**src/rtl/sync_fifo_pkg.sv**
```systemverilog
// Shared constants and helpers for the parametrised single-clock FIFO.
package sync_fifo_pkg;

   localparam int FIFO_DATA_W_DEF   = 8;
   localparam int FIFO_DEPTH_DEF    = 8;
   localparam int FIFO_AF_LEVEL_DEF = 6;
   localparam int FIFO_AE_LEVEL_DEF = 2;

   // Occupancy counter width: must hold 0..depth inclusive.
   function automatic int fifo_cnt_w(input int depth);
      return $clog2(depth) + 1;
   endfunction

   // True when depth is a power of two and at least 2.
   function automatic bit fifo_is_pow2(input int depth);
      return (depth >= 2) && ((depth & (depth - 1)) == 0);
   endfunction

endpackage : sync_fifo_pkg

```
**src/rtl/sync_fifo_param_mem.sv**
```systemverilog
// DEPTH x DATA_W storage array: one synchronous write port, one asynchronous read port.
module fifo_mem_dp
   import sync_fifo_pkg::*;
#(
   parameter int DATA_W = FIFO_DATA_W_DEF,
   parameter int DEPTH  = FIFO_DEPTH_DEF,
   parameter int ADDR_W = $clog2(DEPTH)
) (
   input  logic              clk,
   input  logic              we,
   input  logic [ADDR_W-1:0] waddr,
   input  logic [DATA_W-1:0] wdata,
   input  logic [ADDR_W-1:0] raddr,
   output logic [DATA_W-1:0] rdata
);

   logic [DATA_W-1:0] mem [DEPTH];

   // Write the addressed entry on an accepted write.
   // NOTE: the array has no reset; its contents are never observable until written.
   always_ff @(posedge clk) begin
      if (we) begin
         mem[waddr] <= wdata;
      end
   end

   assign rdata = mem[raddr];

endmodule : fifo_mem_dp

```
**src/rtl/sync_fifo_param.sv**
```systemverilog
// Parametrised single-clock FIFO with occupancy count, programmable almost
// thresholds, overflow/underflow pulses and standard or FWFT read mode.
module sync_fifo_param
   import sync_fifo_pkg::*;
#(
   parameter int DATA_W   = FIFO_DATA_W_DEF,
   parameter int DEPTH    = FIFO_DEPTH_DEF,
   parameter int AF_LEVEL = FIFO_AF_LEVEL_DEF,
   parameter int AE_LEVEL = FIFO_AE_LEVEL_DEF,
   parameter int FWFT     = 0
) (
   input  logic                         clk,
   input  logic                         reset,
   input  logic                         write_e,
   input  logic                         read_e,
   input  logic [DATA_W-1:0]            data_in,
   output logic [DATA_W-1:0]            data_out,
   output logic                         full,
   output logic                         empty,
   output logic                         almost_full,
   output logic                         almost_empty,
   output logic [fifo_cnt_w(DEPTH)-1:0] count,
   output logic                         overflow,
   output logic                         underflow
);

   localparam int PTR_W = $clog2(DEPTH);
   localparam int CNT_W = fifo_cnt_w(DEPTH);

   localparam logic [CNT_W-1:0] DEPTH_C = CNT_W'(DEPTH);
   localparam logic [CNT_W-1:0] AF_C    = CNT_W'(AF_LEVEL);
   localparam logic [CNT_W-1:0] AE_C    = CNT_W'(AE_LEVEL);

   // Elaboration-time parameter legality.
   if (!fifo_is_pow2(DEPTH)) begin : g_bad_depth
      $error("sync_fifo_param: DEPTH must be a power of two >= 2");
   end
   if (AF_LEVEL < 1 || AF_LEVEL > DEPTH) begin : g_bad_af
      $error("sync_fifo_param: AF_LEVEL must be in 1..DEPTH");
   end
   if (AE_LEVEL < 0 || AE_LEVEL > DEPTH - 1) begin : g_bad_ae
      $error("sync_fifo_param: AE_LEVEL must be in 0..DEPTH-1");
   end
   if (DATA_W < 1) begin : g_bad_w
      $error("sync_fifo_param: DATA_W must be >= 1");
   end
   if (FWFT != 0 && FWFT != 1) begin : g_bad_fwft
      $error("sync_fifo_param: FWFT must be 0 or 1");
   end

   logic [PTR_W-1:0]  wr_ptr_d, wr_ptr_q;
   logic [PTR_W-1:0]  rd_ptr_d, rd_ptr_q;
   logic [CNT_W-1:0]  count_d, count_q;
   logic              overflow_d, overflow_q;
   logic              underflow_d, underflow_q;
   logic              rd_ok, wr_ok;
   logic [DATA_W-1:0] mem_rdata;

   // Status flags decode only from the registered count, so no request
   // input ever reaches an output combinationally.
   assign empty        = (count_q == '0);
   assign full         = (count_q == DEPTH_C);
   assign almost_full  = (count_q >= AF_C);
   assign almost_empty = (count_q <= AE_C);
   assign count        = count_q;
   assign overflow     = overflow_q;
   assign underflow    = underflow_q;

   // A write into a full FIFO is accepted only when a read frees a slot in the same cycle.
   assign rd_ok = read_e & ~empty;
   assign wr_ok = write_e & (~full | rd_ok);

   // Next-state for pointers, occupancy and error pulses.
   // NOTE: every signal gets a default first so no path leaves it unassigned (no latch).
   always_comb begin
      wr_ptr_d    = wr_ptr_q;
      rd_ptr_d    = rd_ptr_q;
      count_d     = count_q;
      overflow_d  = write_e & ~wr_ok;
      underflow_d = read_e & ~rd_ok;
      if (wr_ok) begin
         wr_ptr_d = wr_ptr_q + PTR_W'(1);
      end
      if (rd_ok) begin
         rd_ptr_d = rd_ptr_q + PTR_W'(1);
      end
      if (wr_ok && !rd_ok) begin
         count_d = count_q + CNT_W'(1);
      end else if (rd_ok && !wr_ok) begin
         count_d = count_q - CNT_W'(1);
      end
   end

   // State registers with asynchronous reset.
   // NOTE: non-blocking assignments so every flop samples pre-edge values.
   always_ff @(posedge clk or posedge reset) begin
      if (reset) begin
         wr_ptr_q    <= '0;
         rd_ptr_q    <= '0;
         count_q     <= '0;
         overflow_q  <= 1'b0;
         underflow_q <= 1'b0;
      end else begin
         wr_ptr_q    <= wr_ptr_d;
         rd_ptr_q    <= rd_ptr_d;
         count_q     <= count_d;
         overflow_q  <= overflow_d;
         underflow_q <= underflow_d;
      end
   end

   fifo_mem_dp #(
      .DATA_W (DATA_W),
      .DEPTH  (DEPTH),
      .ADDR_W (PTR_W)
   ) u_mem (
      .clk   (clk),
      .we    (wr_ok),
      .waddr (wr_ptr_q),
      .wdata (data_in),
      .raddr (rd_ptr_q),
      .rdata (mem_rdata)
   );

   if (FWFT == 0) begin : g_std
      logic [DATA_W-1:0] dout_d, dout_q;

      // Load the output register on an accepted read, otherwise hold.
      always_comb begin
         dout_d = dout_q;
         if (rd_ok) begin
            dout_d = mem_rdata;
         end
      end

      // Registered read data, cleared by reset.
      always_ff @(posedge clk or posedge reset) begin
         if (reset) begin
            dout_q <= '0;
         end else begin
            dout_q <= dout_d;
         end
      end

      assign data_out = dout_q;
   end else begin : g_fwft
      // Head word shown directly; zero while empty so stale memory never leaks.
      assign data_out = empty ? '0 : mem_rdata;
   end

endmodule : sync_fifo_param

```
**config.mk**
```make
export PLATFORM = sky130hd
export DESIGN_NAME = sync_fifo_param
export DESIGN_NICKNAME = d
export VERILOG_FILES = /design/src/rtl/sync_fifo_pkg.sv /design/src/rtl/sync_fifo_param_mem.sv /design/src/rtl/sync_fifo_param.sv
export SDC_FILE = /design/constraint.sdc
export NUM_CORES = 1
export LEC_CHECK = 0
export CELL_PAD_IN_SITES_DETAIL_PLACEMENT = 0
export CELL_PAD_IN_SITES_GLOBAL_PLACEMENT = 1
export CORE_ASPECT_RATIO = 1.1
export CORE_MARGIN = 2
export CORE_UTILIZATION = 52
export CTS_CLUSTER_DIAMETER = 50
export DETAILED_ROUTE_END_ITERATION = 6
export GPL_TIMING_DRIVEN = 0
export PLACE_DENSITY_LB_ADDON = 0.1
export REMOVE_ABC_BUFFERS = 1
export SLEW_MARGIN = 25
export SYNTH_ARGS = -nofsm -noshare
export SYNTH_HDL_FRONTEND = slang
export SYNTH_SLANG_ARGS = --single-unit
```
**constraint.sdc**
```tcl
create_clock -name clk -period 7 [get_ports clk]
set_clock_uncertainty 0.15 [all_clocks]
set_input_delay 1.4 -clock clk [delete_from_list [all_inputs] [get_ports clk]]
set_output_delay 1.4 -clock clk [all_outputs]
set_load 0.005 [all_outputs]
```
Word-level counts from Yosys, hierarchy flattened

Memory sizes are Yosys's and may differ from the RTL's. A register that Yosys moved wholly into a read port is not among the register bits.
Cells that the tools add are included.

Reduce and logical (&&, ||, !) cells: 6
Bitwise operators: 9
Eq/ne operators: 1
Muxes and demuxes: 4
Magnitude comparators: 2
Add/sub/neg operators: 4

Operators with widths:

| kind                                                              | number |
|---|---|
| two-way mux 4 bit                                                 | 2 |
| adder 3 x 1 -> 3 bit, second input constant                       | 2 |
| adder 4 x 1 -> 4 bit, second input constant                       | 1 |
| bitwise AND 1 bit                                                 | 4 |
| equality test 4 bit, second input constant                        | 1 |
| greater-or-equal comparator 4 x 3 -> 1 bit, second input constant | 1 |
| <= comparator 4 x 2 -> 1 bit, second input constant               | 1 |
| zero test 4 bit                                                   | 1 |
| inverter 1 bit                                                    | 4 |
| subtractor 4 x 1 -> 4 bit, second input constant                  | 1 |
| logical AND 1 bit                                                 | 2 |
| zero test 1 bit                                                   | 2 |
| two-way mux 1 bit                                                 | 2 |
| nonzero test 2 bit                                                | 1 |
| OR 1 bit                                                          | 1 |

Memories: 1
Logic and storage cells: 32
Bits in registers: 12
Input bits: 12
Output and inout bits: 18
Bits in writable memories: 64

Memory list:

| name      | words | bits a word | read ports | clocked after memory_dff | write ports | RTL line                  | text |
|---|---|---|---|---|---|---|---|
| u_mem.mem | 8     | 8           | 1          | 1                        | 1           | sync_fifo_param_mem.sv:17 | `logic [DATA_W-1:0] mem [DEPTH];` |

Depth between registers and ports, before layout

Word-level depth: 9
Gate-level depth with buffers: 10
Depth with buffers taken out: 10

Cells and area by module

From an unflattened synthesis, not the netlist that was laid out.

Cells, all modules: 183
Area, all modules: 3542.1 sq um

By module, submodules not included:

| module          | seq. area each (sq um) | instances | area an instance (sq um) | cells each |
|---|---|---|---|---|
| fifo_mem_dp     | 1921.8                 | 1         | 2531.2                   | 106 |
| sync_fifo_param | 500.5                  | 1         | 1011.0                   | 77 |

Worst setup path after synthesis

OpenSTA, ideal clock, no wires.

Kind: input to register
Start point: input port read_e
End point: register count_q[3], in the netlist count[3]
Cell stages on the path: 8
Path buffers: 0
Required time: 6.714 ns
Data arrival time: 2.904 ns
Slack: 3.810 ns
Setup time: 0.136 ns
Cells stage by stage: o21ai_4 -> inv_2 -> ha_1 -> inv_1 -> ha_1 -> a21o_1 -> a2111oi_0 -> o31ai_1

Word-level cells in the longest chain between the ends: 6
Elaborated cells between the ends (all ways): 9
Those cells by class: 1 x mux; 3 x bitwise; 5 x reduce/logical

Ends and longest elaborated chain:

| element                             | RTL line                  | text |
|---|---|---|
| start: declaration                  | sync_fifo_param.sv:15     | `input logic read_e,` |
| bitwise AND 1 bit (*)               | sync_fifo_param.sv:70     | `assign rd_ok = read_e & ~empty;` |
| OR 1 bit (*)                        | sync_fifo_param.sv:71     | `assign wr_ok = write_e & (~full \| rd_ok);` |
| bitwise AND 1 bit (*)               | sync_fifo_param.sv:71     |  |
| net u_mem.we                        | sync_fifo_param_mem.sv:10 | `input logic we,` |
| zero test 1 bit                     | sync_fifo_param.sv:89     | `end else if (rd_ok && !wr_ok) begin` |
| logical AND 1 bit                   | sync_fifo_param.sv:89     |  |
| nonzero test 2 bit (no source line) | --                        |  |
| end signal: assignment              | sync_fifo_param.sv:106    | `count_q <= count_d;` |
| end: declaration                    | sync_fifo_param.sv:53     | `logic [CNT_W-1:0] count_d, count_q;` |

Mark *: on every way through the listed nets, which the timed path passes. The rest lies on a longest branch.
A chain may end at the register's enable or synchronous reset.

Worst setup path in the final report

Start point: input port read_e
End point: register count_q[3], in the netlist count[3]

Word-level cells in the longest chain between the ends: 6
Elaborated cells between the ends (all ways): 9
Those cells by class: 1 x mux; 3 x bitwise; 5 x reduce/logical

Ends and longest elaborated chain:

| element                             | RTL line |
|---|---|
| bitwise AND 1 bit (*)               | sync_fifo_param.sv:70 |
| OR 1 bit                            | sync_fifo_param.sv:71 |
| bitwise AND 1 bit                   | sync_fifo_param.sv:71 |
| zero test 1 bit                     | sync_fifo_param.sv:89 |
| logical AND 1 bit                   | sync_fifo_param.sv:89 |
| nonzero test 2 bit (no source line) | -- |

Mark *: on every way between the ends. The rest lies on a longest branch, timed or not.

==> summary.txt <==
STA
  • Worst rel slew slack: between 40% and 50%
  • Slew Viols, Final: 0
  • Hold Fails Final Rpt: 0
  • Final critical-path required period: approximately 3.9 ns
  • RSZ-0062 raised after global routing: false
  • Max Freq: ~260 MHz
  • Hold_ws: between 0.3 and 0.4 ns
  • Setup ws final: 3.142 ns
  • Tcrit/Tclk final: between 50% and 60%
  • Actual slew at the worst max-slew pin: between 0.8 and 0.9 ns
  • Setup TNS: 0 ns
  • Final setup vio count: 0

Cells and area
  • Diodes inserted: 0
  • Final nets: between 200 and 300
  • Synthesis-to-finish area growth: 16.62%
  • Layout fillers: about 520
  • Commonest non-fill, non-tap cell in the layout: edfxtp_1
  • Most frequent cells in the layout: edfxtp_1 (64), clkdlybuf4s50_1 (29), dfrtp_1 (19)
  • Share of cells above drive strength 1: a little under a fifth

Clock tree
  • Post-CTS setup buffer count: 0
  • CTS H-tree lvls: 3
  • Maximum buffer depth of the clock tree: 2
  • CTS tree: built
  • CTS Sinks: between 80 and 90
  • Cts bufs inserted: 9
  • Skew-Pair Late Insertion Delay: between 0.3 and 0.4 ns
  • CTS clk-pin slew, worst paths: 0.08 ns
  • # hold bufs at CTS: 0
  • Clk root buf: clkbuf_8
  • Cts repair resizes: 0

Outcome
  • Status: completed

Routing
  • Initial DRC count: between 80 and 90
  • Final WL: just over 6000 um
  • WL/cell: 18.22 um
  • Remaining DRCs: 0
  • Via Count: approximately 1800
  • Initial DRT Pass Iterations: 4
  • Remaining antenna violation count: 0
  • Vias/cell: between 5 and 6

Die
  • DIE WIDTH: ~82 um
  • Site row count: 31
  • Initial Util: a little over half
  • IO Pins: 30
  • Core Area: 6516 um^2
  • Full die area: about 7300 um^2
  • Die H: around 89 um

Synthesis
  • Mux contribution to synthesized area: 10.82%
  • Post-Syn Area: around 3400 um^2
  • Compound-Gate Fraction of Synth Area: under 10%
  • Seq cells post-synth: 84
  • Post-synthesis sequential area ratio: a little over two thirds
  • Synth Area in Adders: roughly 2.4%
  • Largest family of logic cells by synthesized area: multiplexers
  • Post-Synthesis Cells: around 220
  • Count of warnings emitted by yosys: 0
  • Post-synthesis xor/xnor area fraction: under 10%
  • Mean Syn Cell Area: between 15 and 20 um^2
  • Yosys cell types: 36
  • Synth Area in Simple Gates: about 5.9%

Worst setup path
  • WS Path Type: input port to flop
  • Crit path max fanout: 20
  • Highest-delay cell along the critical path: clkdlybuf4s50_1
  • Startpoint type of the worst setup path: input port
  • Buf/Inv on CP: 2
  • Crit path required time: ~7 ns
  • Data arrival, critical path: slightly below 4 ns
  • Nature of the critical path endpoint: flop
  • Cell mode on critical path: ha_1
  • CP delay by family, top: compound AO/OA/AOI/OAI gates
  • CP max stage delay: 0.56 ns
  • Cells along the critical path: clkdlybuf4s50_1 > nand2b_1 > ha_1 > inv_1 > ha_1 > a21o_1 > a2111oi_0 > o31ai_1

Global route
  • First-pass GRT wire length: around 9400 um
  • Total Routing Usage GR: a little under a fifth
  • Gr ovfl total: 0
  • Pin count of the biggest net entering global routing: 22
  • Vias in the first global route: roughly 1800
  • Initial antenna violation count: 0

Place
  • Dpl ws: roughly 2.7 ns
  • GP Congestion: slightly below 0.7
  • Detailed Place HPWL: between 4000 and 5000 um
  • Buffers added on ports: 29

Worst hold path
  • HP Class: flop to flop

Job
  • Max Cap Violations: 0

Power
  • Leakage power figure: 1.458 nW
  • VDD IR max: roughly 260 uV
  • PD cells: ~400 nW/um^2
  • Pwr Total: around 0.0016 W
-- cell families (layout without fill, tap and decap cells) --
kind of cell / count (synthesis) / after routing
adder cells (fa/ha/maj): 6 / 6
AND/OR/NAND/NOR: 41 / 41
buffers and inverters: 14 / 53
flip-flops: 84 / 84
XOR/XNOR: 6 / 6
AO/OA/AOI/OAI: 32 / 32
multiplexers: 35 / 35
-- worst register-to-register path: stages, from the launching register on --
cell and delay [ns]:
dfrtp_1 0.47, nor4_1 0.42, nand2b_1 0.63, ha_1 0.32
inv_1 0.11, ha_1 0.28, a21o_1 0.20, a2111oi_0 0.41
o31ai_1 0.13
-- layer usage --
| metal | share of wire [%] | vias to the layer above | GRT usage [%] |
|---|---|---|---|
| met3 | 2.9 | 14 | 3.434 |
| met5 | 0 | - | 0 |
| met4 | 2.4 | 0 | 10.45 |
| met1 | 45 | 907 | 23.94 |
| li1 | - | 897 | - |
| met2 | 50 | 29 | 30.63 |
-- final timing paths --
| check | startpoint | endpoint | slack (ns) | depth (start not counted) |
|---|---|---|---|---|
| worst max register to register | count[0] | count[3] | 3.76 | 8 |
| worst min-delay path | data_out[2] | data_out[2] | 0.33 | 2 |
| max in group asynchronous | reset | rd_ptr_q[0] | 4.84 | 2 |
| worst min register to register | data_out[2] | data_out[2] | 0.33 | 2 |
| worst max-delay path | read_e | count[3] | 3.14 | 8 |
| min in group asynchronous | reset | rd_ptr_q[2] | 1.33 | 2 |
-- flip-flops by register name, indices dropped and copies added (netlist names) --
signal,count
overflow,1
data_out,8
count,4
wr_ptr_q,3
underflow,1
u_mem.mem,64
rd_ptr_q,3
-- synthesized netlist by cell type (all sizes together) --
| master | instances | area [um^2] |
|---|---|---|
| o22ai | 8 | 50.05 |
| xor2 | 1 | 8.760 |
| fa | 1 | 20.02 |
| nand2b | 4 | 25.02 |
| mux2 | 18 | 202.7 |
| mux2i | 17 | 170.2 |
| a221o | 8 | 80.08 |
| a21oi | 1 | 5.000 |
| dfrtp | 20 | 500.5 |
| xnor2 | 5 | 43.79 |
| nor2 | 5 | 18.77 |
| nor3b | 1 | 7.510 |
| nor4 | 2 | 12.51 |
| a2111oi | 1 | 8.760 |
| a21o | 2 | 16.27 |
| ha | 5 | 62.56 |
| or4b | 1 | 13.76 |
| and2 | 1 | 6.260 |
| edfxtp | 64 | 1922 |
| clkbuf | 1 | 3.750 |
| o21ai | 10 | 61.31 |
| nand2 | 18 | 70.07 |
| and3 | 1 | 6.260 |
| a211oi | 1 | 7.510 |
| buf | 8 | 55.05 |
| nor2b | 2 | 12.51 |
| inv | 5 | 18.76 |
| nor3 | 6 | 30.03 |
| o31ai | 1 | 7.510 |
-- metrics by stage --
step / area [um^2] / std cells / utilization (%)
after global routing: 4020 / 339 / 61.69
after global placement: 3781 / 320 / 58.03
after CTS: 4020 / 339 / 61.69
after detailed placement: 3851 / 323 / 59.10
after floorplan: 3388 / 209 / -
final: 4020 / 339 / 61.69
-- area by class of cell --
cell class / instances / area, um^2 / area share (%)
flip-flops and latches: 84 / 2424 / 60.29
repair buffers: 32 / 332.8 / 8.279
clock buffers: 11 / 141.4 / 3.517
inverters: 5 / 18.77 / 0.4669
clock inverters: 5 / 27.53 / 0.6847
well taps: 82 / 102.6 / 2.552
multi-input cells: 120 / 973.4 / 24.21
-- report_power, final --
group / switching, W / leakage (nW) / internal [W] / total (W)
sequential: 0.0000945 / 0.822 / 0.000651 / 0.000745
clock: 0.000164 / 0.0889 / 0.000136 / 0.000300
combinational: 0.000256 / 0.548 / 0.000299 / 0.000555
total: 0.000514 / 1.46 / 0.00109 / 0.00160
Note: power is estimated with default switching activity, not from simulation.
